`src/rtl/bcd_conv_arbiter.sv`:
```
// Round-robin arbiter sharing one BCD converter between the ALU path (0) and keypad echo path (1).
// Optional WAIT timeout with error response is enabled by defining BCD_TIMEOUT_EN.
module bcd_conv_arbiter #(
  parameter int unsigned TIMEOUT_CYCLES = 64,
  parameter int unsigned TMO_W          = 7
) (
  input  logic        clk,
  input  logic        reset,
  input  logic [1:0]  req,
  input  logic [7:0]  data0,
  input  logic [7:0]  data1,
  output logic [1:0]  ack,
  output logic [11:0] rsp_digits,
  output logic        rsp_valid,
  output logic        rsp_err,
  output logic        busy,
  output logic        conv_start,
  output logic [7:0]  conv_a,
  input  logic        conv_done,
  input  logic        conv_valid,
  input  logic [11:0] conv_digits
);

  // Timeout counter must be able to represent TIMEOUT_CYCLES
  if ((2 ** TMO_W) <= TIMEOUT_CYCLES) begin : g_bad_tmo_cfg
    $error("TMO_W too narrow for TIMEOUT_CYCLES");
  end

  typedef enum logic [1:0] {S_IDLE, S_START, S_WAIT, S_RESP} state_t;

  state_t      state, state_n;
  logic        grant, grant_n;
  logic        last_grant, last_grant_n;
  logic [7:0]  conv_a_n;
  logic [11:0] rsp_digits_n;
  logic        rsp_valid_n, rsp_err_n;
  logic [1:0]  ack_n;
  logic        conv_start_n, busy_n;

`ifdef BCD_TIMEOUT_EN
  localparam logic [TMO_W-1:0] TMO_LAST = TMO_W'(TIMEOUT_CYCLES - 1);
  logic [TMO_W-1:0] tmo_cnt, tmo_cnt_n;
`endif

  // Next state, grant, and next values of every registered output
  always_comb begin
    state_n      = state;
    grant_n      = grant;
    last_grant_n = last_grant;
    conv_a_n     = conv_a;
    rsp_digits_n = rsp_digits;
    rsp_valid_n  = rsp_valid;
    rsp_err_n    = rsp_err;
`ifdef BCD_TIMEOUT_EN
    tmo_cnt_n    = tmo_cnt;
`endif
    case (state)
      S_IDLE: begin
        if (req != 2'b00) begin
          grant_n  = (req == 2'b11) ? ~last_grant : req[1];
          conv_a_n = grant_n ? data1 : data0;
          state_n  = S_START;
        end
      end
      S_START: begin
`ifdef BCD_TIMEOUT_EN
        tmo_cnt_n = '0;
`endif
        state_n = S_WAIT;
      end
      S_WAIT: begin
        // conv_done has priority over a timeout in the same cycle
        if (conv_done) begin
          rsp_digits_n = conv_digits;
          rsp_valid_n  = conv_valid;
          rsp_err_n    = 1'b0;
          state_n      = S_RESP;
        end
`ifdef BCD_TIMEOUT_EN
        else if (tmo_cnt == TMO_LAST) begin
          rsp_digits_n = 12'h000;
          rsp_valid_n  = 1'b0;
          rsp_err_n    = 1'b1;
          state_n      = S_RESP;
        end else begin
          tmo_cnt_n = tmo_cnt + TMO_W'(1);
        end
`endif
      end
      S_RESP: begin
        last_grant_n = grant;
        state_n      = S_IDLE;
      end
      default: state_n = S_IDLE;
    endcase

    ack_n        = (state_n == S_RESP) ? {grant, ~grant} : 2'b00;
    conv_start_n = (state_n == S_START);
    busy_n       = (state_n != S_IDLE);
  end

  always_ff @(posedge clk or negedge reset) begin
    if (!reset) begin
      state      <= S_IDLE;
      grant      <= 1'b0;
      last_grant <= 1'b1;
      conv_a     <= 8'h00;
      rsp_digits <= 12'h000;
      rsp_valid  <= 1'b0;
      rsp_err    <= 1'b0;
      ack        <= 2'b00;
      conv_start <= 1'b0;
      busy       <= 1'b0;
`ifdef BCD_TIMEOUT_EN
      tmo_cnt    <= '0;
`endif
    end else begin
      state      <= state_n;
      grant      <= grant_n;
      last_grant <= last_grant_n;
      conv_a     <= conv_a_n;
      rsp_digits <= rsp_digits_n;
      rsp_valid  <= rsp_valid_n;
      rsp_err    <= rsp_err_n;
      ack        <= ack_n;
      conv_start <= conv_start_n;
      busy       <= busy_n;
`ifdef BCD_TIMEOUT_EN
      tmo_cnt    <= tmo_cnt_n;
`endif
    end
  end

endmodule

```
`config.mk`:
```
export PLATFORM = sky130hd
export DESIGN_NAME = bcd_conv_arbiter
export DESIGN_NICKNAME = d
export VERILOG_FILES = /design/src/rtl/bcd_conv_arbiter.sv
export SDC_FILE = /design/constraint.sdc
export NUM_CORES = 1
export LEC_CHECK = 0
export CAP_MARGIN = 20
export CORE_UTILIZATION = 43
export DETAILED_ROUTE_END_ITERATION = 16
export PLACE_DENSITY = 0.84
export RECOVER_POWER = 25
export SYNTH_ARGS = -nofsm -noshare
export SYNTH_HDL_FRONTEND = slang
export SYNTH_SLANG_ARGS = --single-unit
```
`constraint.sdc`:
```
create_clock -name clk -period 2.65 [get_ports clk]
set_input_delay 0.795 -clock clk [delete_from_list [all_inputs] [get_ports clk]]
set_output_delay 0.795 -clock clk [all_outputs]
set_load 0.01 [all_outputs]
```
Yosys cells after proc, flatten, opt, wreduce, memory -nomap -nowiden
Cells that the tools add are included.
{"block": "op_classes", "eq_ne": 6, "muxes": 6, "bitwise": 2, "n_reduce_logical": 5}
{"cell": "$eq 2x2->1 const B", "n": 4}
{"cell": "$mux 8", "n": 1}
{"cell": "$pmux 2 s4", "n": 1}
{"cell": "$mux 2", "n": 3}
{"cell": "$eq 2x1->1 const B", "n": 2}
{"cell": "$reduce_and 2->1", "n": 2}
{"cell": "$reduce_bool 2->1", "n": 2}
{"cell": "$logic_not 2->1", "n": 1}
{"cell": "$not 1->1", "n": 2}
{"cell": "$mux 1", "n": 1}
{"block": "totals", "ff_bits": 29, "in_bits": 34, "output_inout_bits": 26, "wordCells": 28}

Longest topological paths before layout
{"block": "logic_depth", "depth_word": 5, "ltp_mapped": 5, "mapped_depth_nobuf": 5}

Worst setup path before layout
No wires, ideal clock.
{"block": "synth_timing", "path_type": "input -> register", "startpoint": "in conv_done", "endpoint": "reg rsp_digits[10]", "setup_ns": 0.125, "arrival_time_ns": 1.414, "path_slack_ns": 1.111, "cell_stages": 3, "path_buffers": 1, "cell_sequence": "nand2_1 buf_4 mux2_2"}
{"block": "synth_via", "elab_chain_cells": 1}
{"element": "start, declared", "line_no": "19", "text": "input logic conv_done,"}
{"element": "$reduce_and 2->1 (no source line)"}
{"element": "end signal, assigned", "line_no": "122", "text": "rsp_digits <= rsp_digits_n;"}
{"element": "end, declared", "line_no": "13", "text": "output logic [11:0] rsp_digits,"}
Every way passes these cells.
A chain may end at the register's enable or synchronous reset.

Final worst setup path
{"block": "layout_timing", "startpoint": "reg conv_a[5]", "endpoint": "out conv_a[5]"}
{"element": "start, declared", "line_no": "18", "text": "output logic [7:0] conv_a,"}
{"element": "start signal, assigned", "line_no": "121", "text": "conv_a <= conv_a_n;"}
No word-level cell between the ends.

==> results.ini <==
[critical_path]
crit_start = conv_a[5]
critPathKind = flip-flop to output port
critPathMaxStageDelay_ns = 0.54
cp.arrival_ns = 1.24
start_kind = flip-flop
critPathMaxFanout = 2
cp_num_buf_inv = 1
regToRegEndpoint = rsp_digits[10]
r2r-start = state[0]
r2r_cells = 4
crit_path_cell_trace = clkdlybuf4s50_1
cp_top_family = buffers and inverters
worst_path_max_delay_cell = clkdlybuf4s50_1
crit_required_ns = 1.86
cp-end-kind = output port
reg2reg_setup_slack_ns = 1.00

[worst_hold_path]
hp-start = rsp_digits[9]
holdPathEnd = rsp_digits[9]
hp-class = flip-flop to flip-flop
whs_path_depth = 1

[power_and_ir_drop]
pwr-share-comb_pct = 48.6
p_sw_share_pct = 32.9
p_total_mw = 2.13
pwr-share-clk_pct = 14.2
ir_drop_v = 0.000849
p_int_mw = 1.43
power.leakage_nw = 0.828
seqPwrFrac_pct = 37.2
powerDensity_nw_per_um2 = 1100
p_sw_uw = 700

[sta]
finClkSkew_ns = 0.00171
hold_viol_final = 0
report.final.slew_viol_count = 0
max_freq_mhz = 492
min_period_ns = 2.03
grt_setup_unrepaired = false
maxSlewHeadroom_pct = 59.7
fin_setup_tns_ns = 0
fin_ws_ns = 0.617
hold_slack_ns = 0.519
tightest_slew_ns = 0.602
setup_viol = 0
fin_crit_sh_pct = 76.7

[floorplan]
die_area_sq_um = 3130
die_w_um = 55.9
die_h_um = 55.9
coreArea_sq_um = 2760
row_count = 19
initial_core_util_pct = 45.4
io_pins = 60

[global_routing]
grt_max_degree = 15
grt_pass1_wl_mm = 4.20
grt_overflow = 0
antenna_found_initial = 0
grtUsageTotal_pct = 18.1
grt_pass1_vias = 933

[place]
post-place-ws_ns = 0.484
port_buffers = 58
dp.cells = 186
dp_hpwl_mm = 2.05
place.gp.congestion = 0.765

[detailed_routing]
dr.first_iter.drc_count = 14
vias = 976
vias_per_cell = 5.03
drcViolationCount = 0
drt-pass1-iter-count = 4
drt.antenna.violating_nets = 0
wirelength_mm = 2.58
wl_per_cell_um = 13.3

[clock_network]
path_clk_slew_ns = 0.09
cts_resized = 0
hold_buffers = 0
worstSkewPairLatency_ns = 0.32
cts_made_buffers = 5
cts_tree = built
clock_sinks = 29
htree_levels = 2
clockBufferDepth = 2
cts-root-buf = clkbuf_4
cts_setup_buffers = 0

[cells_and_area]
seq_area_sq_um = 727
area_growth_pct = 54.2
fill_cells = 208
final_cells = 194
final_cell_mix = clkdlybuf4s50_1, dfrtp_1, mux2_2, nand2_1
insertedDiodeCount = 0
final_common_cell = clkdlybuf4s50_1
nNetsFinal = 200
drive_above_1_share_pct = 23.3
multi_input_area_sq_um = 494

[synth]
synth-seq-cells = 29
synth_top_family_by_area = compound AO/OA/AOI/OAI gates
syn_avg_cell_area_sq_um = 12.8
synth-compound-area-share_pct = 15.3
yosys_warnings = 0
synth.distinct_cells = 22
yosys.area_share.simple_pct = 7.30
ys_seq_area_share_pct = 58.1
synth_xor_area_share_pct = 0
muxShareOfSynthArea_pct = 12.6
syn_area_sq_um = 1250
synth_nets = 136
yosys.area_share.adder_pct = 4.00
synth_cells = 98

[run]
maxCapViolations = 0

[outcome]
outcome = finished, final reports clean

layout make-up:
cell class / instances / share of cell area, %
Tap cell: 31 / 2.01
Clock buffer: 7 / 3.37
Timing Repair Buffer: 60 / 30.7
Sequential cell: 29 / 37.7
Clock inverter: 1 / 0.259
Multi-Input combinational cell: 64 / 25.6
Inverter: 2 / 0.389
Yosys cell counts, drive strengths merged:
cell type	instances	share of area (%)
nand2	9	2.7
and3b	1	0.70
o21a	1	0.60
nor2	8	2.4
o31ai	1	1.0
conb	1	0.30
nor2b	1	0.50
a21boi	1	1.5
ha	4	4.0
and3	1	0.50
mux2	14	13
or2	1	0.50
buf	3	1.8
dfrtp	28	56
a22o	1	0.80
dfstp	1	2.1
o21ai	3	1.8
a21bo	1	0.80
inv	2	0.60
a21oi	16	8.8
layer usage:
layer	GRT usage (%)	up-vias	wire length, um
li1	-	461	-
met1	18.7	452	1030
met2	31.0	60	1240
met3	8.60	3	273
met4	8.01	0	38
met5	0	-	0
power by group through the flow:
stage	Combinational, mW	Sequential, mW	Clock, mW
detailed placement	1.04	0.803	0
global placement	1.01	0.789	0
floorplan	0.453	0.873	0
finish	1.03	0.790	0.302
CTS	1.05	0.794	0.314
global route	1.12	0.818	0.330
registers in the layout, summed over array words and instances (netlist names):
register,flops
conv_a,8
conv_start,1
last_grant,1
grant,1
state,2
ack,2
busy,1
rsp_digits,12
rsp_valid,1
through the flow:
stage               instance area (sq um)  util, %
detailed placement                   1860     67.6
CTS                                  1930     70.1
global placement                     1860     67.6
finish                               1930     70.0
global route                         1930     70.0
floorplan                            1250        -
cell families after synthesis:
kind of cell,after synthesis
simple gates,21
other cells,1
compound gates,24
buf+inv,5
flops,29
mux,14
fa+ha+maj,4
worst max-delay path by stage:
stage                                end  slack [ns]  depth (start not counted)
after floorplan           rsp_digits[10]        1.11                          3
after global placement    rsp_digits[11]        0.54                          3
after detailed placement  rsp_digits[10]        0.48                          3
after CTS                      conv_a[6]        0.60                          1
after global routing           conv_a[5]        0.56                          1
final                          conv_a[5]        0.62                          1
No activity file was read; power rests on OpenSTA's default activity.
==> patch 1, RTL diff (same settings) <==
Build with the macro `BCD_TIMEOUT_EN` defined.
--- a/src/rtl/bcd_conv_arbiter.sv
+++ b/src/rtl/bcd_conv_arbiter.sv
@@ -1,4 +1,6 @@
 // Round-robin arbiter sharing one BCD converter between the ALU path (0) and keypad echo path (1).
 // Optional WAIT timeout with error response is enabled by defining BCD_TIMEOUT_EN.
+`define BCD_TIMEOUT_EN
+
 module bcd_conv_arbiter #(
   parameter int unsigned TIMEOUT_CYCLES = 64,
Check against the original RTL: same outputs for any inputs over 10 cycles, from zero or initial values and one cycle with reset low; that may be too few to reach the edited logic, so the function may still have changed.
==> patch 1 against the original RTL <==
Area after synthesis rose by 28%. Worst setup slack got worse by 0.16 ns. Critical endpoint is now tmo_cnt[5]. Register-to-register slack got worse by 0.44 ns. Combinational power increased by 6%. Total power grew 14%. Critical path depth grew 4. Wire length up 40%. Critical path type is now input pin to flop. Highest routed layer unchanged. Sequential cell count is 8 higher. Largest power group unchanged. Die area rose by 27%. Design area rose by 21%.
==> patch 1: results (changes against the original RTL) <==
Setup path
  • Maximum fanout count along the critical path: 15 (was 2)
  • Slowest-stage cell, CP: sky130_fd_sc_hd__clkdlybuf4s50_1 (unchanged)
  • R2R cell count: 6 (was 4)
  • RR Endpoint: tmo_cnt[5] (was rsp_digits[10])
  • Flop-to-flop setup slack: 0.56 ns (was 1.00 ns)
  • Crit-path max cell delay: 0.43 ns (was 0.54 ns)

Yosys
  • Total nets after synthesis: 173 (was 136)
  • Most common library cells after synthesis: sky130_fd_sc_hd__dfrtp_1, sky130_fd_sc_hd__a22o_1, sky130_fd_sc_hd__mux2i_1, sky130_fd_sc_hd__nand2_1, sky130_fd_sc_hd__o21ai_0 (was sky130_fd_sc_hd__dfrtp_1, sky130_fd_sc_hd__mux2_2, sky130_fd_sc_hd__nand2_1)
  • Async set-or-reset flop fraction in the synthesized netlist: 100% (unchanged)
  • Main area contributors after synthesis: sky130_fd_sc_hd__dfrtp_1, sky130_fd_sc_hd__a22o_1, sky130_fd_sc_hd__mux2i_1 (was sky130_fd_sc_hd__dfrtp_1, sky130_fd_sc_hd__mux2_2, sky130_fd_sc_hd__a21oi_2)
  • Sequential area share after synthesis: 57.8% (was 58.1%)
  • Unique cell type count in the Yosys netlist: 33 (was 22)

Detailed routing
  • Routed vias: 1333 (was 976)
  • First-iteration detailed-routing DRC count: 18 (was 14)
  • Drt total wl: 3630 um (was 2580 um)

Timing
  • Final hold slack: 0.485 ns (was 0.519 ns)
  • Final setup skew: 0.00288 ns (was 0.00171 ns)
  • Max-slew headroom at the worst pin: 46.7% (was 59.7%)

Run status
  • Result of the run: finished clean (unchanged)

Cells and area
  • Registers with the highest flip-flop counts: rsp_digits x12, conv_a x8, tmo_cnt x7 (was rsp_digits x12, conv_a x8)
  • Total inserted antenna cells: 0 (unchanged)
  • Ratio of cells with drive above 1 in the final layout: 8.08% (was 23.3%)
  • Nets@finish: 238 (was 200)
  • Filler Cell Count: 272 (was 208)

CTS
  • Clock tree root buffer cell: sky130_fd_sc_hd__clkbuf_8 (was sky130_fd_sc_hd__clkbuf_4)
  • Clock insertion delay at the later pin of the skew report: 0.28 ns (was 0.32 ns)
  • Postcts setup bufs: 0 (unchanged)
  • Quantity of gates resized following cts: 0 (unchanged)
  • Clock transition at path regs: 0.07 ns (was 0.09 ns)

Pwr
  • Static Leak: 0.00106 uW (was 0.000828 uW)
  • Switching power total: 815 uW (was 700 uW)
  • Max IR drop VDD: 0.572 mV (was 0.849 mV)

Min path
  • End point of the most critical hold path: conv_a[6] (was rsp_digits[9])
  • Worst Min Path Start: conv_a[6] (was rsp_digits[9])
  • Hold Path Stages: 2 (was 1)

GRT
  • Wire length of the first global-routing pass: 6380 um (was 4200 um)
  • Number of global-route vias before repair: 1373 (was 933)
  • Pin count of the biggest net entering global routing: 38 (was 15)
  • Total routing resource utilization after global routing: 20.9% (was 18.1%)

Place
  • Gpl congestion: 0.773 (was 0.765)
  • Port Buf Inserts: 59 (was 58)
  • Detailed-placement wirelength estimate: 2710 um (was 2050 um)
==> patch 1: power by group through the flow <==
stage                     Clock (uW)  Sequential, uW  Combinational (uW)
after floorplan                    0            1020                 478
after detailed placement           0             953                1090
after CTS                        395             951                1090
after global placement             0             947                1040
final                            388             952                1090
after global routing             424             983                1190
==> patch 1: final cells by class <==
class / count / share of cell area, %
Sequential cell: 37 / 39.6
Multi-Input combinational cell: 86 / 27.1
Timing Repair Buffer: 64 / 26.6
Clock buffer: 7 / 3.68
Tap cell: 46 / 2.46
Inverter: 4 / 0.641
==> patch 1: per-stage QoR <==
stage / setup slack [ns] / cell area [sq um] / std cells
after floorplan: 0.775 / 1610 / 133
after global placement: 0.173 / 2250 / 236
after detailed placement: 0.0468 / 2250 / 236
after CTS: 0.345 / 2340 / 243
after global routing: 0.436 / 2340 / 244
final: 0.460 / 2340 / 244
==> patch 1: per-layer routing <==
metal  vias up  part of all wire (%)  global-route usage (%)
met1       664                    42                    24.9
met2        38                    53                    36.6
li1        621                     -                       -
met3        10                   3.1                    2.72
met5         -                     0                       0
met4         0                   2.3                    10.5
==> patch 1: cell families after synthesis <==
kind of cell,count (synthesis),synth area share [%]
AO/OA/AOI/OAI,40,18.7
adder cells (fa/ha/maj),6,4.68
buffers and inverters,10,2.73
flip-flops,37,57.8
multiplexers,12,7.56
AND/OR/NAND/NOR,28,8.57
==> patch 1: how the worst max path moves through the flow <==
stage / startpoint / endpoint / slack [ns] / depth (start not counted)
finish: conv_done / tmo_cnt[5] / 0.46 / 5
global route: conv_done / tmo_cnt[5] / 0.44 / 5
CTS: state[0] / tmo_cnt[5] / 0.35 / 5
detailed placement: conv_done / tmo_cnt[5] / 0.05 / 4
global placement: conv_done / tmo_cnt[1] / 0.17 / 4
floorplan: conv_done / tmo_cnt[5] / 0.78 / 4
==> patch 1: critical path, delay by kind of cell <==
kind                   cells  cell delay, ns
and+or+nand+nor            1            0.19
AOI/OAI and AO/OA          2            0.75
buffers and inverters      2            0.62
==> patch 2, RTL diff (same settings) <==
Without the edit above. Encoding of `state_t`: now Gray code (2 bits for 4 states).
--- a/src/rtl/bcd_conv_arbiter.sv
+++ b/src/rtl/bcd_conv_arbiter.sv
@@ -27,5 +27,5 @@
   end
 
-  typedef enum logic [1:0] {S_IDLE, S_START, S_WAIT, S_RESP} state_t;
+  typedef enum logic [1:0] {S_IDLE = 2'b00, S_START = 2'b01, S_WAIT = 2'b11, S_RESP = 2'b10} state_t;
 
   state_t      state, state_n;
Behaviour: no difference found for any inputs over 10 cycles, from zero or initial values and one cycle with reset low; not proved beyond that.
==> patch 2 against the original RTL <==
Non-clock buffer count shrank 1. Wire length shrank 4.5%. Area after synthesis shrank 2.7%. Count of clock-buffer cells in the layout grew 1. Worst setup slack lost 0.061 ns. Fmax shrank 2.9%. Via count shrank 16%. Sequential share of layout area grew 1.5 points. Sequential cell count is the same. Combinational power shrank 14%. First-iteration DRC count grew 7.1%. Design area shrank 3.8%. Total power shrank 9.4%.
==> patch 2: results (changes against the original RTL) <==
Run status
  • Result of the run: finished clean (unchanged)

Detailed routing
  • Via-per-instance ratio: 4.87 (was 5.03)
  • Average wire per cell in the routed design: 14.6 um (was 13.3 um)
  • Met3 Routed Length: 255 um (was 273 um)
  • First-iteration detailed-routing DRC count: 15 (was 14)
  • Total length of routed met2 wires: 1120 um (was 1240 um)

Timing
  • Final setup skew: 0.00726 ns (was 0.00171 ns)
  • Final hold slack: 0.428 ns (was 0.519 ns)

Setup path
  • R2R cell count: 3 (was 4)
  • Timing startpoint of the critical path: req[1] (was conv_a[5])
  • WS Path Type: input pin to flop (was flop to output port)
  • CP top delay family: multiplexers (was buffers and inverters)
  • RR Endpoint: conv_a[7] (was rsp_digits[10])
  • Flop-to-flop setup slack: 0.97 ns (was 1.00 ns)
  • Worst reg2reg path startpoint: last_grant (was state[0])
  • Crit-path max cell delay: 0.50 ns (was 0.54 ns)

Place
  • Number of placed cells counting well taps: 161 (was 186)
  • Worst slack at placement: 0.196 ns (was 0.484 ns)
  • Gpl congestion: 0.728 (was 0.765)
  • Detailed-placement wirelength estimate: 1790 um (was 2050 um)

GRT
  • Pin count of the biggest net entering global routing: 30 (was 15)
  • Wire length of the first global-routing pass: 4220 um (was 4200 um)
  • Met1 Resource Use GR: 22.1% (was 18.7%)
  • Total routing resource utilization after global routing: 18.6% (was 18.1%)
  • GR met3 Demand/Resource: 9.84% (was 8.60%)

Yosys
  • Most common library cells after synthesis: sky130_fd_sc_hd__dfrtp_1, sky130_fd_sc_hd__mux2_2, sky130_fd_sc_hd__mux2_4, sky130_fd_sc_hd__nor2_1 (was sky130_fd_sc_hd__dfrtp_1, sky130_fd_sc_hd__mux2_2, sky130_fd_sc_hd__nand2_1)
  • Mapped Avg Cell Area: 16.0 sq um (was 12.8 sq um)
  • Main area contributors after synthesis: sky130_fd_sc_hd__dfrtp_1, sky130_fd_sc_hd__mux2_2, sky130_fd_sc_hd__mux2_4 (was sky130_fd_sc_hd__dfrtp_1, sky130_fd_sc_hd__mux2_2, sky130_fd_sc_hd__a21oi_2)
  • Sequential area share after synthesis: 59.7% (was 58.1%)

Cells and area
  • Filler Cell Count: 183 (was 208)

Pwr
  • Int Pwr: 1350 uW (was 1430 uW)
-- patch 2: metrics by stage --
step	instance area (sq um)	total power (uW)
detailed placement	1810	1700
CTS	1860	1950
global route	1860	2050
global placement	1810	1660
finish	1860	1930
floorplan	1220	1220
-- patch 2: kinds of logic after synthesis --
group           count (synthesis)  share of synthesized area [%]
compound gates                  5                           3.08
flops                          29                           59.7
simple gates                    5                           3.08
buf+inv                         6                           3.39
mux                            30                           30.4
other cells                     1                          0.308
-- patch 2: power by group through the flow --
stage          combinational (uW)  sequential [uW]  clock [uW]
4_1_cts                       899              794         262
3_5_place_dp                  895              802           0
6_report                      884              792         250
5_1_grt                       941              822         284
3_3_place_gp                  879              782           0
2_1_floorplan                 346              874           0
-- patch 2: final cells by class --
cell class                 instances  share of cell area, %
tap                               30                   2.02
multi-input combinational         41                   24.2
clock buffer                       8                   2.63
sequential                        29                   39.2
timing repair buffer              59                   31.6
inverter                           2                  0.405
